==> src/rtl/cassette_rec.sv <==
// cassette_rec: FSK cassette recorder.
// Watches the 6-bit sound DAC while the cassette relay is on and demodulates
// the tape signal one cycle per bit: a short cycle (~2400 Hz) is a 1 and a
// long cycle (~1200 Hz) is a 0, LSB first. The bit stream is byte-aligned on
// the 0x55 leader and each decoded byte is written sequentially into the
// cassette buffer RAM, producing a CAS image the player can replay.
//
// Ports:
//   clk           system clock
//   COCO_RESET_N  synchronous active-low reset
//   q_en          one-clk strobe at the CoCo Q rate; all timing is in these ticks
//   motor         cassette relay, 1 = recording enabled
//   clear         one-clk pulse, rewinds the buffer to address 0
//   dac_in        sound DAC value
//   ram_addr      write address (holds between writes)
//   ram_data      write data (holds between writes)
//   ram_wr        one-clk write strobe
//   rec_len       number of bytes recorded (write pointer)
//   synced        1 while byte-aligned
//   full          buffer exhausted, further bytes are dropped
module cassette_rec #(
  parameter int ADDR_W       = 16,
  parameter int THRESH_HI    = 36,
  parameter int THRESH_LO    = 28,
  parameter int PERIOD_MIN   = 200,
  parameter int PERIOD_SPLIT = 560,
  parameter int PERIOD_MAX   = 1200,
  parameter int GAP_TICKS    = 2048
) (
  input  logic              clk,
  input  logic              COCO_RESET_N,
  input  logic              q_en,
  input  logic              motor,
  input  logic              clear,
  input  logic [5:0]        dac_in,
  output logic [ADDR_W-1:0] ram_addr,
  output logic [7:0]        ram_data,
  output logic              ram_wr,
  output logic [ADDR_W-1:0] rec_len,
  output logic              synced,
  output logic              full
);

  // Counter is wide enough to hold GAP_TICKS and the derived period GAP_TICKS+1.
  localparam int CNT_W = $clog2(GAP_TICKS + 2);

  localparam logic [5:0]       TH_HI   = 6'(THRESH_HI);
  localparam logic [5:0]       TH_LO   = 6'(THRESH_LO);
  localparam logic [CNT_W-1:0] P_MIN   = CNT_W'(PERIOD_MIN);
  localparam logic [CNT_W-1:0] P_SPLIT = CNT_W'(PERIOD_SPLIT);
  localparam logic [CNT_W-1:0] P_MAX   = CNT_W'(PERIOD_MAX);
  localparam logic [CNT_W-1:0] GAP     = CNT_W'(GAP_TICKS);
  localparam logic [CNT_W-1:0] GAP_M1  = CNT_W'(GAP_TICKS - 1);

  localparam logic [1:0] ST_IDLE = 2'd0;
  localparam logic [1:0] ST_HUNT = 2'd1;
  localparam logic [1:0] ST_BYTE = 2'd2;

  logic [1:0]        state_q, state_d;
  logic              comp_q, comp_d;
  logic [CNT_W-1:0]  cnt_q, cnt_d;
  logic              first_q, first_d;
  logic [7:0]        sh_q, sh_d;
  logic [2:0]        bitcnt_q, bitcnt_d;
  logic [ADDR_W-1:0] ram_addr_q, ram_addr_d;
  logic [7:0]        ram_data_q, ram_data_d;
  logic              ram_wr_q, ram_wr_d;
  logic [ADDR_W-1:0] rec_len_q, rec_len_d;
  logic              full_q, full_d;

  logic              rise;
  logic [CNT_W-1:0]  period;
  logic              is_one;
  logic              is_zero;
  logic              emit;

  // Hysteresis comparator: levels between the thresholds keep the last state,
  // so DAC noise around mid-scale cannot produce spurious edges.
  always_comb begin
    comp_d = comp_q;
    if (q_en) begin
      if (dac_in >= TH_HI) begin
        comp_d = 1'b1;
      end else if (dac_in <= TH_LO) begin
        comp_d = 1'b0;
      end
    end
  end

  assign rise    = q_en & ~comp_q & comp_d;
  assign period  = cnt_q + CNT_W'(1);
  assign is_one  = (period >= P_MIN) && (period < P_SPLIT);
  assign is_zero = (period >= P_SPLIT) && (period <= P_MAX);

  // Decoder and buffer-write control. A rising edge closes one cycle; its
  // length picks the bit. The gap check fires once, on the tick the counter
  // first reaches the saturation value, so the edge that ends a long silence
  // is still treated as a fresh period start.
  // clear is applied last so it overrides a byte completing on the same tick.
  always_comb begin
    state_d    = state_q;
    cnt_d      = cnt_q;
    first_d    = first_q;
    sh_d       = sh_q;
    bitcnt_d   = bitcnt_q;
    emit       = 1'b0;
    rec_len_d  = rec_len_q;
    full_d     = full_q;
    ram_addr_d = ram_addr_q;
    ram_data_d = ram_data_q;
    ram_wr_d   = 1'b0;

    case (state_q)
      ST_IDLE: begin
        cnt_d    = '0;
        first_d  = 1'b1;
        sh_d     = '0;
        bitcnt_d = '0;
        if (motor) begin
          state_d = ST_HUNT;
        end
      end
      default: begin
        if (!motor) begin
          state_d  = ST_IDLE;
          cnt_d    = '0;
          first_d  = 1'b1;
          sh_d     = '0;
          bitcnt_d = '0;
        end else if (rise) begin
          cnt_d = '0;
          if (first_q) begin
            first_d = 1'b0;
          end else if (is_one || is_zero) begin
            sh_d = {is_one, sh_q[7:1]};
            if (state_q == ST_HUNT) begin
              if (sh_d == 8'h55) begin
                emit     = 1'b1;
                bitcnt_d = '0;
                state_d  = ST_BYTE;
              end
            end else begin
              bitcnt_d = bitcnt_q + 3'd1;
              if (bitcnt_q == 3'd7) begin
                emit     = 1'b1;
                bitcnt_d = '0;
              end
            end
          end
        end else if (q_en && (cnt_q != GAP)) begin
          cnt_d = cnt_q + CNT_W'(1);
          if (cnt_q == GAP_M1) begin
            state_d  = ST_HUNT;
            first_d  = 1'b1;
            sh_d     = '0;
            bitcnt_d = '0;
          end
        end
      end
    endcase

    if (clear) begin
      rec_len_d = '0;
      full_d    = 1'b0;
      bitcnt_d  = '0;
      sh_d      = '0;
      first_d   = 1'b1;
      state_d   = motor ? ST_HUNT : ST_IDLE;
    end else if (emit && !full_q) begin
      ram_wr_d   = 1'b1;
      ram_addr_d = rec_len_q;
      ram_data_d = sh_d;
      rec_len_d  = rec_len_q + ADDR_W'(1);
      if (rec_len_q == '1) begin
        full_d = 1'b1;
      end
    end
  end

  always_ff @(posedge clk) begin
    if (!COCO_RESET_N) begin
      state_q    <= ST_IDLE;
      comp_q     <= 1'b0;
      cnt_q      <= '0;
      first_q    <= 1'b1;
      sh_q       <= '0;
      bitcnt_q   <= '0;
      ram_addr_q <= '0;
      ram_data_q <= '0;
      ram_wr_q   <= 1'b0;
      rec_len_q  <= '0;
      full_q     <= 1'b0;
    end else begin
      state_q    <= state_d;
      comp_q     <= comp_d;
      cnt_q      <= cnt_d;
      first_q    <= first_d;
      sh_q       <= sh_d;
      bitcnt_q   <= bitcnt_d;
      ram_addr_q <= ram_addr_d;
      ram_data_q <= ram_data_d;
      ram_wr_q   <= ram_wr_d;
      rec_len_q  <= rec_len_d;
      full_q     <= full_d;
    end
  end

  assign ram_addr = ram_addr_q;
  assign ram_data = ram_data_q;
  assign ram_wr   = ram_wr_q;
  assign rec_len  = rec_len_q;
  assign synced   = (state_q == ST_BYTE);
  assign full     = full_q;

endmodule
==> config.mk <==
export PLATFORM = sky130hd
export DESIGN_NAME = cassette_rec
export DESIGN_NICKNAME = d
export VERILOG_FILES = /design/src/rtl/cassette_rec.sv
export SDC_FILE = /design/constraint.sdc
export NUM_CORES = 1
export LEC_CHECK = 0
export ABC_AREA = 1
export CAP_MARGIN = 20
export CORE_MARGIN = 3
export CORE_UTILIZATION = 42
export CTS_CLUSTER_DIAMETER = 60
export DETAILED_ROUTE_END_ITERATION = 6
export PLACE_DENSITY = 0.67
export SLEW_MARGIN = 20
export SYNTH_ARGS = -nofsm -noshare
export SYNTH_HDL_FRONTEND = slang
export SYNTH_SLANG_ARGS = --single-unit
export TNS_END_PERCENT = 50
==> constraint.sdc <==
create_clock -name clk -period 2.4 [get_ports clk]
set_clock_uncertainty 0.1 [all_clocks]
set_input_delay 0.48 -clock clk [delete_from_list [all_inputs] [get_ports clk]]
set_output_delay 0.48 -clock clk [all_outputs]
set_load 0.01 [all_outputs]
==> results.json, run 1 <==
{
  "die_area_um2": 9320,
  "yosys-top-cells-count": "86 x nand2_1, 69 x dfxtp_1, 63 x nor2_1",
  "hold-worst-slack_ns": 0.370,
  "place_congestion": 0.893,
  "synth_top_area_share_pct": 40.1,
  "cp-end-kind": "register",
  "synth_area_um2": 3440,
  "drtIter0Drc": 181,
  "wl_mm": 9.67,
  "grt_pass1_vias": 3211,
  "syn-instance-count": 492,
  "worstPathArrival_ns": 2.68,
  "vias": 3545,
  "n_antenna_cell": 0,
  "yosysWarnings": 0,
  "clk_path_buf_depth": 2,
  "max_freq_ghz": 0.400,
  "hp-class": "reg2reg",
  "pin_count": 54,
  "cts_root_buf": "clkbuf_8",
  "tightest_slew_ns": 0.522,
  "routedWlPerCell_um": 14.1,
  "r2r_slack_ns": -0.1,
  "synth_most_common_cell": "nand2_1",
  "cp-start-kind": "register",
  "grt-ovfl-total": 0,
  "min_period_ns": 2.50,
  "cts_tree": "built",
  "ys_ff_latch": 69,
  "clkSlewWorstSetupHoldPaths_ns": 0.08,
  "rows": 32,
  "synth_edf_count": 0,
  "hpwl_mm": 6.90,
  "setup_viol": 31,
  "synth_nets": 508,
  "cp_max_fo": 7,
  "crit_required_ns": 2.59,
  "post-route-period-util_pct": 104,
  "hold_violations": 0,
  "synth_area_per_cell_um2": 7.00,
  "drive_gt1_share_pct": 19.8,
  "io_buffers": 53,
  "clk_latency_ns": 0.35,
  "area_growth_pct": 38.7,
  "path_class": "reg2reg",
  "drc_errors": 0,
  "core-area_um2": 7850,
  "antenna_found_initial": 0,
  "nNetsFinal": 596,
  "finalMaxSlewViolations": 0,
  "grt_pass1_wl_mm": 15.0,
  "cts_buffers": 9,
  "slew_headroom_pct": 65.1,
  "pre_cts_ws_ns": -0.199,
  "ir_drop_uv": 320,
  "final_util_pct": 60.9,
  "track_usage_pct": 20.7,
  "powerDensity_nw_per_um2": 496,
  "ys_async_sr_fraction_pct": 0,
  "grt_max_degree": 27,
  "dr.pass1.iters": 4,
  "start_util_pct": 43.9,
  "cap_viol_max_count": 0,
  "fin_ws_ns": -0.0976,
  "die_h_um": 96.5,
  "synth_top_area_cell": "dfxtp_1",
  "die_w_um": 96.5,
  "cts.sinks": 69,
  "status": "finished with violations",
  "via_per_inst": 5.16,
  "drtAntennaViolNets": 0,
  "synthDistinctLibCells": 38,
  "rsz0062_at_grt": "yes",
  "cts.htree.levels": 3,
  "synth_ff_type": "dfxtp_1",
  "synthTopCellsByArea": "dfxtp_1 40%, nand2_1 9.4%, nor2_1 6.9%",
  "leakage_nw": 1.79,
  "ys_seq_area_share_pct": 40.1,
  "failed_checks": "setup timing"
}
## where the power goes
| part | leakage, nW | switching (W) | internal (W) |
|---|---|---|---|
| sequential | 0.559 | 0.0000122 | 0.00116 |
| combinational | 1.14 | 0.000144 | 0.0000810 |
| clock | 0.0960 | 0.000491 | 0.000483 |
## cell type report
cell class | count | area, um^2
well taps | 102 | 128
clock inverters | 7 | 72.6
inverters | 58 | 236
repair buffers | 88 | 861
clock buffers | 9 | 124
fillers | 721 | 3070
flip-flops and latches | 69 | 1390
multi-input cells | 354 | 1970
## sequential cells by signal (all words and copies together) (netlist names)
register  cells
comp_q        1
rec_len      16
cnt_q        12
full          1
sh_q          8
state_q       2
ram_addr     16
first_q       1
ram_wr        1
ram_data      8
bitcnt_q      3
## cells in the final DEF (no fill, tap or decap), types with 3 or more instances in the layout
cell type,instances
nand2_4,6
o21ai_0,27
nand3_1,20
inv_2,4
a211oi_1,3
nor2_2,4
nand2_1,82
nor2_1,60
nand2_2,8
nor2_4,6
o21ai_1,24
dfxtp_1,64
clkdlybuf4s50_1,53
clkinvlp_4,3
inv_1,50
nor3_1,17
ha_1,3
dfxtp_2,5
nor3_2,4
a21oi_1,39
clkbuf_8,9
o21ai_2,9
buf_4,29
nand4_1,10
nand3_2,3
a21oi_2,4
o21bai_1,3
nor4_1,3
## worst paths after layout
check	cells past startpoint	startpoint	to
worst max-delay path	14	cnt_q[0]	ram_data[2]
worst min register to register	2	bitcnt_q[2]	bitcnt_q[2]
worst min-delay path	2	bitcnt_q[2]	bitcnt_q[2]
worst max register to register	14	cnt_q[0]	ram_data[2]
## per-stage QoR
step	cell area (um^2)	TNS, ns	instances	total power [W]
6_report	4780	-1.66	687	0.00237
5_1_grt	4780	-9.48	687	0.00245
4_1_cts	4510	0	681	0.00236
3_5_place_dp	4270	-4.10	664	0.00140
3_3_place_gp	4270	-1.74	664	0.00140
2_1_floorplan	3440	0	492	0.00132
## worst max-delay path, stage by stage, from the launching register on
cell and delay (ns):
dfxtp_2 0.36, ha_4 0.16, nand3_1 0.15, nor2_4 0.16, nand2_1 0.06, nand2_1 0.14
nor2_4 0.06, nor3_2 0.23, nand2_2 0.13, a21oi_4 0.19, nand2_4 0.10, nor2_8 0.19
clkbuf_16 0.19, o21ai_1 0.05, a21oi_1 0.13
## kinds of logic (layout without fill, tap and decap cells)
family	count (synthesis)	count (layout)	synth area share, %
compound gates	118	118	18.5
xor+xnor	2	2	0.509
fa+ha+maj	5	5	1.82
buf+inv	69	162	8.21
flops	69	69	40.1
simple gates	229	229	30.9
## metal layers
| metal | share of wire (%) | GRT usage (%) |
|---|---|---|
| met5 | 0 | 0 |
| met4 | 1.9 | 6.89 |
| met3 | 4.0 | 5.65 |
| met2 | 47 | 31.7 |
| met1 | 47 | 28.0 |
## what timing repair did
item / in CTS / in global routing
setup endpoints to repair: 36 / 53
hold buffers: 0 / 0
setup buffers: 1 / 4
resized for setup: 9 / 57
cloned: 0 / 2
pin swaps: 1 / 8
Note: power is estimated with default switching activity, not from simulation.
==> run 2, diff against run 1 <==
CORE_MARGIN = 5   (was 3)
==> results.json, run 2 (synthesis results as in run 1) <==
{
  "comb_power_share_pct": 8.9,
  "die_h_um": 101,
  "min_period_ns": 2.36,
  "worstHoldStart": "bitcnt_q[2]",
  "ir_drop_uv": 298,
  "final_util_pct": 56.3,
  "cts.sinks": 69,
  "drtIter0Drc": 137,
  "nNetsFinal": 591,
  "cp-end-kind": "register",
  "drc_errors": 0,
  "mostFrequentLayoutCell": "nand2_1",
  "switching_share_pct": 26.9,
  "final_cell_mix": "84 x nand2_1, 63 x dfxtp_1, 59 x nor2_1",
  "n_antenna_cell": 0,
  "drtAntennaViolNets": 0,
  "cp_max_fo": 8,
  "design_area_um2": 4550,
  "netSwitchingPower_w": 0.000630,
  "wl_met3_um": 549,
  "grt_pass1_wl_mm": 15.2,
  "routedWlPerCell_um": 13.4,
  "worstPathArrival_ns": 2.54,
  "powerDensity_nw_per_um2": 514,
  "crit_required_ns": 2.58,
  "p_int_w": 0.00171,
  "place_congestion": 0.866,
  "rsz0062_at_grt": "yes",
  "vias": 3493,
  "r2r-end": "rec_len[15]",
  "max_stage_delay_ns": 0.34,
  "pin_count": 54,
  "die_area_um2": 10100,
  "tns_ns": 0,
  "holdBufCountCts": 0,
  "reg2reg_from": "cnt_q[0]",
  "hold_depth": 2,
  "track_usage_pct": 18.7,
  "crit_chain": "buf_4 > inv_1 > ha_1 > nor2_1 > nand2_1 > nand2_1 > nor2_1 > nor2_1 > nand2_2 > nand2_4 > buf_4 > nand4_2 > nor2_4 > nand3_2 > nand2_1 > inv_1 > nor2_1",
  "crit_slowest_cell": "dfxtp_2",
  "hold_violations": 0,
  "drive_gt1_share_pct": 15.5,
  "core-area_um2": 8090,
  "cp-start-kind": "register",
  "whs_endpoint": "bitcnt_q[2]",
  "worst_path_dominant_cell_family": "simple AND/OR/NAND/NOR gates",
  "cap_viol_max_count": 0,
  "path_buf_inv": 4,
  "total_power_w": 0.00234,
  "reg2regPathDepth": 17,
  "grt_pass1_vias": 3169,
  "die_w_um": 101,
  "tightest_slew_ns": 0.465,
  "power_frac_clock_pct": 41.3,
  "hold-worst-slack_ns": 0.382,
  "post-route-period-util_pct": 98.3,
  "dr.pass1.iters": 5,
  "pwr-share-seq_pct": 49.8,
  "max_freq_ghz": 0.424,
  "placed_cell_area_um2": 4270,
  "finalMaxSlewViolations": 0,
  "wl_mm": 9.16,
  "hp-class": "reg2reg",
  "antenna_found_initial": 0,
  "cts_buffers": 9,
  "r2r_slack_ns": 0.04,
  "cts_root_buf": "clkbuf_8",
  "via_per_inst": 5.10,
  "cp_common_cell": "nor2_1",
  "grt_max_degree": 31,
  "leakage_nw": 1.76,
  "slew_headroom_pct": 69.0,
  "setup_viol": 0,
  "status": "finished clean",
  "clk_latency_ns": 0.34,
  "start_util_pct": 42.5,
  "area_growth_pct": 32.3,
  "cts_tree": "built",
  "grt-ovfl-total": 0,
  "clkSlewWorstSetupHoldPaths_ns": 0.08,
  "io_buffers": 53,
  "clk_path_buf_depth": 2,
  "path_class": "reg2reg",
  "rows": 33,
  "dr_wl_met2_mm": 4.21,
  "m1WireLength_mm": 4.19,
  "top_layer": "met4",
  "cts.htree.levels": 3,
  "hpwl_mm": 6.90
}
## run 2: changes by cell type in the layout (fill, tap and decap cells not counted), moves of 3 or more
| cell | before | now |
|---|---|---|
| o21ai_1 | 24 | 27 |
| o21ai_0 | 27 | 33 |
| a21oi_2 | 4 | 0 |
| o21ai_2 | 9 | 1 |
| inv_1 | 50 | 54 |
| a21oi_1 | 39 | 43 |
| nor2_2 | 4 | 7 |
## run 2: timing repair
item / 4_1_cts / 5_1_grt
gates resized for setup: 5 / 22
pin swaps: 1 / 4
buffers inserted: 1 / 1
setup endpoints to repair: 28 / 54
## run 2: worst max path at each step
stage | start | end | slack [ns] | cells after the start
after floorplan | cnt_q[1] | ram_data[0] | 0.18 | 12
after global placement | q_en | rec_len[5] | -0.12 | 11
after detailed placement | q_en | rec_len[8] | -0.16 | 12
after CTS | cnt_q[1] | bitcnt_q[1] | -0.006 | 16
after global routing | cnt_q[4] | rec_len[8] | -0.16 | 15
final | cnt_q[0] | rec_len[15] | 0.04 | 17
## run 2: layout make-up
type	count	area (um^2)
Clock inverter	7	73.8
Tap cell	105	131
Sequential cell	69	1390
Inverter	58	220
Clock buffer	9	124
Multi-Input combinational cell	354	1850
Timing Repair Buffer	83	768
Fill cell	767	3540
## run 2: power by group through the flow
stage	combinational (W)	sequential (W)	clock, W
after floorplan	0.000128	0.00119	0
after global placement	0.000200	0.00119	0
after detailed placement	0.000203	0.00119	0
after CTS	0.000204	0.00117	0.000989
after global routing	0.000231	0.00117	0.00105
final	0.000209	0.00117	0.000967
## run 2: worst register-to-register path, stage by stage (launching register included)
cell and delay, ns:
dfxtp_2 0.34, buf_4 0.13, inv_1 0.15, ha_1 0.28, nor2_1 0.10, nand2_1 0.07, nand2_1 0.06, nor2_1 0.04
nor2_1 0.10, nand2_2 0.10, nand2_4 0.11, buf_4 0.13, nand4_2 0.12, nor2_4 0.20, nand3_2 0.08, nand2_1 0.07
inv_1 0.03, nor2_1 0.08
## run 2: per-layer routing
metal  track usage, %  up-vias
li1                 -     1806
met1             25.2     1561
met2             29.3      110
met3             3.81       16
met4             7.56        0
met5                0        -
## run 2: metrics by stage
stage	setup slack (ns)	std cells
after CTS	-0.00599	684
after detailed placement	-0.158	667
after global routing	-0.161	685
final	0.0397	685
after global placement	-0.119	667
after floorplan	0.179	492
==> run 3, diff against run 2 <==
CORE_UTILIZATION = 48   (was 42)
GPL_ROUTABILITY_DRIVEN = 0   (was not set)
PLACE_DENSITY = 0.75   (was 0.67)
SETUP_SLACK_MARGIN = 0.4   (was not set)
==> results.json, run 3 (synthesis results as in run 1) <==
{
  "grt_max_degree": 27,
  "cp_common_cell": "nand2_2",
  "wl_mm": 10.4,
  "post-route-period-util_pct": 104,
  "rows": 30,
  "clkSlewWorstSetupHoldPaths_ns": 0.08,
  "vias": 3773,
  "cts_buffers": 9,
  "ir_drop_uv": 490,
  "failed_checks": "setup timing",
  "design_area_um2": 5050,
  "start_util_pct": 50.1,
  "max_stage_delay_ns": 0.38,
  "area_growth_pct": 46.7,
  "path_class": "reg2reg",
  "cp-start-kind": "register",
  "nNetsFinal": 608,
  "drtIter0Drc": 165,
  "via_per_inst": 5.44,
  "rsz0062_at_grt": "yes",
  "hpwl_mm": 6.85,
  "slew_headroom_pct": 62.9,
  "tightest_slew_ns": 0.557,
  "dp.cells": 653,
  "crit_slowest_cell": "dfxtp_4",
  "die_h_um": 94.7,
  "fin_ws_ns": -0.0932,
  "cap_viol_max_count": 0,
  "mostFrequentLayoutCell": "nand2_1",
  "die_w_um": 94.7,
  "track_usage_pct": 22.6,
  "crit_required_ns": 2.53,
  "die_area_um2": 8970,
  "cts_root_buf": "clkbuf_8",
  "cts_tree": "built",
  "crit_chain": "buf_4 > nand2_2 > nor2_4 > nand2_2 > o21ai_2 > nand2_2 > nor3_2 > nand2_2 > nand2_4 > nand2_8 > buf_4 > o21ai_0 > o21ai_1 > nand2_1 > a21oi_1",
  "clk_latency_ns": 0.35,
  "placed_cell_area_um2": 4310,
  "status": "finished with violations",
  "cp_max_fo": 9,
  "worstPathArrival_ns": 2.62,
  "n_antenna_cell": 0,
  "max_freq_ghz": 0.401,
  "finalMaxSlewViolations": 0,
  "grt-ovfl-total": 0,
  "antenna_found_initial": 0,
  "fill_cells": 501,
  "cts.sinks": 69,
  "setup_viol": 9,
  "cp-end-kind": "register",
  "clk_path_buf_depth": 2,
  "grt_pass1_vias": 3589,
  "powerDensity_nw_per_um2": 478,
  "drive_gt1_share_pct": 27.3,
  "pin_count": 54,
  "hold_violations": 0,
  "routedWlPerCell_um": 15.0,
  "io_buffers": 53,
  "r2r_slack_ns": -0.09,
  "leakage_nw": 1.91,
  "final_cell_mix": "73 x nand2_1, 60 x dfxtp_1, 52 x clkdlybuf4s50_1",
  "drtAntennaViolNets": 0,
  "min_period_ns": 2.49,
  "final_cells": 693,
  "dr.pass1.iters": 5,
  "cts.htree.levels": 3,
  "core-area_um2": 6870,
  "drc_errors": 0,
  "hp-class": "reg2reg",
  "grt_pass1_wl_mm": 16.2
}
run 3: changes by cell type in the layout (fill, tap and decap cells not counted), sizes merged:
cell,before,now
clkbuf,9,11
clkinvlp,1,0
clkdlybuf4s50,53,52
buf,30,46
dlymetal6s2s,0,1
run 3: critical path: cells and delay by family, from the launching register on:
family	cells	cell delay, ns
AOI/OAI and AO/OA	4	0.56
buffers and inverters	2	0.27
DFF	1	0.38
and+or+nand+nor	9	1.06
run 3: final cells by class:
cell class	count	area, um^2	share of cell area, %
timing repair inverter	1	8.76	0.173
timing repair buffer	99	966	19.1
clock buffer	11	151	3.00
multi-input combinational	354	2120	42.0
inverter	58	230	4.56
clock inverter	5	57.6	1.14
tap	96	120	2.38
sequential	69	1400	27.7
run 3: worst paths after layout:
path / startpoint / endpoint / depth (start not counted)
setup / recovery: cnt_q[1] / ram_data[3] / 15
hold / removal: bitcnt_q[2] / bitcnt_q[2] / 2
setup reg to reg: cnt_q[1] / ram_data[3] / 15
hold reg to reg: bitcnt_q[2] / bitcnt_q[2] / 2
run 3: repair_timing:
action | in CTS | in global routing
resized for setup | 24 | 73
buffers inserted | 11 | 11
endpoints found under the setup margin | 57 | 66
pin swaps | 22 | 32
cloned | 1 | 1
hold buffers | 0 | 0
run 3: report_power, final:
| part | switching (W) | internal (W) | total (W) |
|---|---|---|---|
| logic | 0.000153 | 0.0000883 | 0.000241 |
| registers | 0.0000133 | 0.00115 | 0.00117 |
| clock network | 0.000466 | 0.000539 | 0.00100 |
| total | 0.000632 | 0.00178 | 0.00241 |
run 3: stage by stage:
stage                     setup slack [ns]  TNS, ns  hold slack, ns  util (%)  power, W
after CTS                           0.0675        0           0.384      68.7   0.00240
after floorplan                      0.340        0           0.342         -   0.00132
after global routing                -0.237    -4.12           0.404      73.6   0.00249
final                              -0.0932   -0.184           0.373      73.6   0.00241
after detailed placement            -0.167    -3.45           0.376      62.8   0.00140
after global placement             -0.0947   -0.864           0.354      62.8   0.00140
run 3: metal layers:
metal / global-route usage (%) / routed length [um] / vias to the layer above
met1: 28.4 / 4420 / 1769
met2: 37.9 / 5170 / 131
met5: 0 / 0 / -
li1: - / - / 1850
met3: 4.38 / 592 / 23
met4: 9.38 / 216 / 0
